[src/rtl/sqrt_inv.sv]
// Inverse integer square root: rebuilds x = y*y + r with a 16-step shift-add
// multiplier, then flags remainders that are larger than any valid remainder for y.
module sqrt_inv (
  input  logic        clk,
  input  logic        rst_n,
  input  logic        vld_in,
  input  logic [15:0] y,
  input  logic [16:0] r,
  output logic        vld_out,
  output logic [31:0] x,
  output logic        busy,
  output logic        err
);

  typedef enum logic [1:0] {
    IDLE = 2'd0,
    CALC = 2'd1,
    ADD  = 2'd2
  } state_t;

  state_t      state, state_next;
  logic [15:0] y_q;
  logic [16:0] r_q;
  logic [31:0] acc;
  logic [3:0]  cnt;
  logic        y_bit;

  // NOTE: every always_comb output gets a default first so no path can infer a latch.
  always_comb begin
    state_next = state;
    unique case (state)
      IDLE:    if (vld_in) state_next = CALC;
      CALC:    if (cnt == 4'd15) state_next = ADD;
      ADD:     state_next = IDLE;
      default: state_next = IDLE;
    endcase
  end

  // NOTE: sequential state uses non-blocking assignments so all registers update together.
  always_ff @(posedge clk or negedge rst_n) begin
    if (!rst_n) state <= IDLE;
    else        state <= state_next;
  end

  assign busy  = (state != IDLE);
  // Multiplier bits are consumed MSB-first, so step cnt uses bit 15-cnt.
  assign y_bit = y_q[4'd15 - cnt];

  always_ff @(posedge clk or negedge rst_n) begin
    if (!rst_n) begin
      y_q     <= '0;
      r_q     <= '0;
      acc     <= '0;
      cnt     <= '0;
      x       <= '0;
      err     <= 1'b0;
      vld_out <= 1'b0;
    end else begin
      vld_out <= 1'b0;
      unique case (state)
        IDLE: begin
          if (vld_in) begin
            y_q <= y;
            r_q <= r;
            acc <= '0;
            cnt <= '0;
          end
        end
        CALC: begin
          acc <= {acc[30:0], 1'b0} + (y_bit ? {16'b0, y_q} : 32'b0);
          cnt <= cnt + 4'd1;
        end
        ADD: begin
          x       <= acc + {15'b0, r_q};
          // 18-bit compare: 2*y needs 17 bits and r is zero-extended to match.
          err     <= ({1'b0, r_q} > {1'b0, y_q, 1'b0});
          vld_out <= 1'b1;
        end
        default: ;
      endcase
    end
  end

endmodule

[config.mk]
export PLATFORM = sky130hd
export DESIGN_NAME = sqrt_inv
export DESIGN_NICKNAME = d
export VERILOG_FILES = /design/src/rtl/sqrt_inv.sv
export SDC_FILE = /design/constraint.sdc
export NUM_CORES = 1
export LEC_CHECK = 0
export ABC_CLOCK_PERIOD_IN_PS = 7600
export BUFFER_PORTS_ARGS = -buffer_cell sky130_fd_sc_hd__buf_4
export CAP_MARGIN = 20
export CELL_PAD_IN_SITES_DETAIL_PLACEMENT = 0
export CELL_PAD_IN_SITES_GLOBAL_PLACEMENT = 1
export CORE_MARGIN = 2
export CORE_UTILIZATION = 49
export DETAILED_ROUTE_END_ITERATION = 8
export GPL_TIMING_DRIVEN = 0
export PLACE_DENSITY = 0.86
export SLEW_MARGIN = 20
export SYNTH_ARGS = -nofsm -noshare
export SYNTH_HDL_FRONTEND = slang
export SYNTH_SLANG_ARGS = --single-unit
[constraint.sdc]
create_clock -name clk -period 7.6 [get_ports clk]
set_input_delay 0 -clock clk [delete_from_list [all_inputs] [get_ports clk]]
set_output_delay 0 -clock clk [all_outputs]
set_load 0.01 [all_outputs]
==> results by group <==
Status
  – Outcome: finished clean

Setup path
  – Critical-path top delay cell: mux4_1
  – Setup CP Type: flip-flop to flip-flop
  – Worst R2R Start: cnt[1]
  – Worst path max stage delay: ~600 ps
  – RR Endpoint: acc[19]
  – Arrival time at the worst endpoint: about 4600 ps
  – Cells along the critical path: mux4_1 -> mux4_2 -> buf_6 -> and2_1 -> ha_1 -> fa_1 -> a211oi_1 -> o21ai_1 -> a21oi_1 -> o211ai_4 -> nand3_2 -> xor2_1 -> o21ai_0
  – Critical path's top delay family: compound AO/OA/AOI/OAI gates
  – Setup crit end: acc[19]
  – Critical Path Sink Type: flip-flop
  – Critical Path Fanout Max: 10
  – Worst Reg-to-Reg Cells: 13
  – Crit path required time: roughly 8000 ps
  – CP startpoint kind: flip-flop
  – Crit path from: cnt[1]
  – WP depth: 13
  – Reg2Reg Setup Slack: about 3200 ps
  – CP bufs+invs: 1

Yosys
  – Yosys Warn Count: 0
  – Syn nets: around 830
  – Synth top area share: 40.0%
  – Leading area contributor after synthesis: dfrtp_1
  – Sequential area share after synthesis: between 30% and 40%
  – Netlist Area Pre-Place: 6580 µm²
  – Distinct cell type count after synthesis: 60
  – Syn Area/Cell: roughly 8.8 µm²
  – Post-synthesis async set-or-reset flop share: 100%
  – Syn Inst Count: between 700 and 800
  – Post-synth EDFFs: 0
  – Top FF cell, synth: dfrtp_1
  – Flip-flop and latch count after synthesis: 105
  – Synth top area cells: dfrtp_1 40%, ha_1 9.3%, nand2_1 8.8%

Clock network
  – Root Driver: clkbuf_16
  – H-tree depth: 3
  – Post-CTS Setup Bufs: 0
  – CTS Buf Count: 9
  – Worst-Skew Late Latency: 360 ps
  – Clock buffer depth: 2
  – # hold bufs at CTS: 34
  – Clock slew at reported path FFs: 70 ps
  – CTS tree: done
  – CTS Sinks: approximately 110
  – PostCTS Resize Cnt: 0

STA
  – Worst slew margin: a little under two fifths
  – Final worst slack: around 3200 ps
  – Slew Viols, Final: 0
  – Max Fclk: about 0.23 GHz
  – Sum of negative setup slack: 0 ps
  – Unrepaired setup endpoints after global routing: false
  – Hold Fails Final Rpt: 0
  – Final min period: approximately 4400 ps
  – Fin Clk Skew: 8.59 ps
  – Fin crit share: between 50% and 60%
  – # setup viols final: 0
  – Actual slew at the worst max-slew pin: roughly 940 ps

Finish
  – Footprint of the multi-input gates: 3690 µm²
  – Layout cells sized above 1: 12.9%
  – Final instance area: a little under 8000 µm²
  – Area added between synthesis and finish: 20.9%
  – Post-Layout Cell Count: about 1000
  – Inserted Diodes: 0
  – Fillers: between 1000 and 1500
  – Final Util: between 60% and 70%
  – Commonest non-fill, non-tap cell in the layout: nand2_1
  – Most frequent cells in the layout: 155 x nand2_1, 105 x dfrtp_1, 95 x o21ai_0, 70 x buf_4, 49 x ha_1
  – Reg area: 2630 µm²
  – Nets: around 950

Drt
  – Routed length per instance: approximately 16 µm
  – DR vias/cell: 5.50
  – Routed Wire Length: roughly 17000 µm
  – First DRT Iteration DRCs: slightly below 400
  – DR vias: between 5000 and 6000
  – DRC Markers: 0
  – TritonRoute pass-1 iters: 5
  – DRT antenna net count: 0

Floorplanning
  – Core Rows: 42
  – Chip height: around 120 µm
  – Full die area: ~14000 µm²
  – Starting Density: 49.9%
  – Die width: between 100 and 150 µm
  – Num ports: around 70
  – Core area: 13200 µm²

Power
  – Max VDD drop: 0.000185 V
  – PwrDens: roughly 450 nW/µm²
  – LEAKAGE: roughly 0.0036 µW

Placed design
  – Dpl hpwl: 12900 µm
  – Dpl cells: about 1000
  – # port buffers: 70
  – Placed cell area: ~7300 µm²
  – RD Place Congestion: roughly 0.99
  – Pre-CTS setup slack: roughly 3300 ps

Global routing
  – Vias in the first global route: 5500
  – GRT Util Overall: 25.2%
  – Largest net degree at the start of global routing: ~110
  – Grt ovf: 0
  – First-pass GRT wire length: 28200 µm
  – Initial antenna violation count: 0

Min path
  – Worst Hold Class: primary input to flip-flop
  – Worst Hold Launch: vld_in

Flow run
  – Number of max-cap violations: 0
==> worst register-to-register path, stage by stage, from the launching register on <==
cell	delay, ps
dfrtp_1	490
mux4_1	600
mux4_2	550
buf_6	170
and2_1	170
ha_1	220
fa_1	430
a211oi_1	380
o21ai_1	180
a21oi_1	410
o211ai_4	200
nand3_2	150
xor2_1	190
o21ai_0	100
==> flip-flops by register name, summed over array words and instances (netlist names) <==
signal / count
x: 32
acc: 32
cnt: 4
err: 1
r_q: 17
vld_out: 1
state: 2
y_q: 16
==> routing by layer <==
metal  global-route usage (%)  vias to the layer above  wire length, µm  part of all wire, %
met5                        0                        -                0                    0
met4                     8.75                        0              406                  2.4
met3                     4.09                       34              834                  4.9
met2                     39.5                      164             7680                   45
met1                     35.7                     2696             8200                   48
li1                         -                     2838                -                    -
==> per-stage QoR <==
| stage | total power [µW] | hold slack, ps |
|---|---|---|
| 3_3_place_gp | 3050 | 188 |
| 3_5_place_dp | 3110 | 194 |
| 4_1_cts | 3600 | 141 |
| 2_1_floorplan | 2520 | -296 |
| 5_1_grt | 3940 | 161 |
| 6_report | 3600 | 131 |
==> cells by family (layout without fill, tap and decap cells) <==
| group | Yosys count | count (layout) | share of synthesized area (%) |
|---|---|---|---|
| mux | 6 | 6 | 2.09 |
| xor+xnor | 51 | 51 | 6.79 |
| buf+inv | 62 | 182 | 3.92 |
| simple gates | 292 | 292 | 20.5 |
| fa+ha+maj | 51 | 51 | 9.93 |
| compound gates | 180 | 180 | 16.9 |
| flops | 105 | 105 | 40.0 |
==> report_power, final <==
part | switching (µW) | total (µW) | internal, µW
clock | 212 | 454 | 242
combinational | 1220 | 2120 | 901
sequential | 229 | 1030 | 798
total | 1660 | 3600 | 1940
==> area by class of cell <==
class | count | share of cell area [%]
buffer | 37 | 2.06
clock buffer | 13 | 3.27
clock inverter | 3 | 0.299
inverter | 25 | 1.18
multi-input combinational | 580 | 46.4
sequential | 105 | 33.1
tap | 176 | 2.77
timing repair buffer | 104 | 10.9
==> synthesized netlist by cell type, drive strengths merged (15+ instances only) <==
cell    number
clkbuf      28
nand2      155
inv         25
ha          49
xnor2       21
nand3       35
o21ai      104
nor2        28
xor2        30
dfrtp      105
and2        19
a21oi       28
nand4       15
==> worst min-delay path by stage <==
| stage | end | slack [ps] | depth (start not counted) |
|---|---|---|---|
| finish | acc[31] | 130 | 4 |
| detailed placement | x[1] | 190 | 1 |
| CTS | acc[31] | 140 | 4 |
| floorplan | acc[0] | -300 | 0 |
| global route | acc[31] | 160 | 4 |
| global placement | r_q[11] | 190 | 3 |
Power figures use the tool's default switching activity.
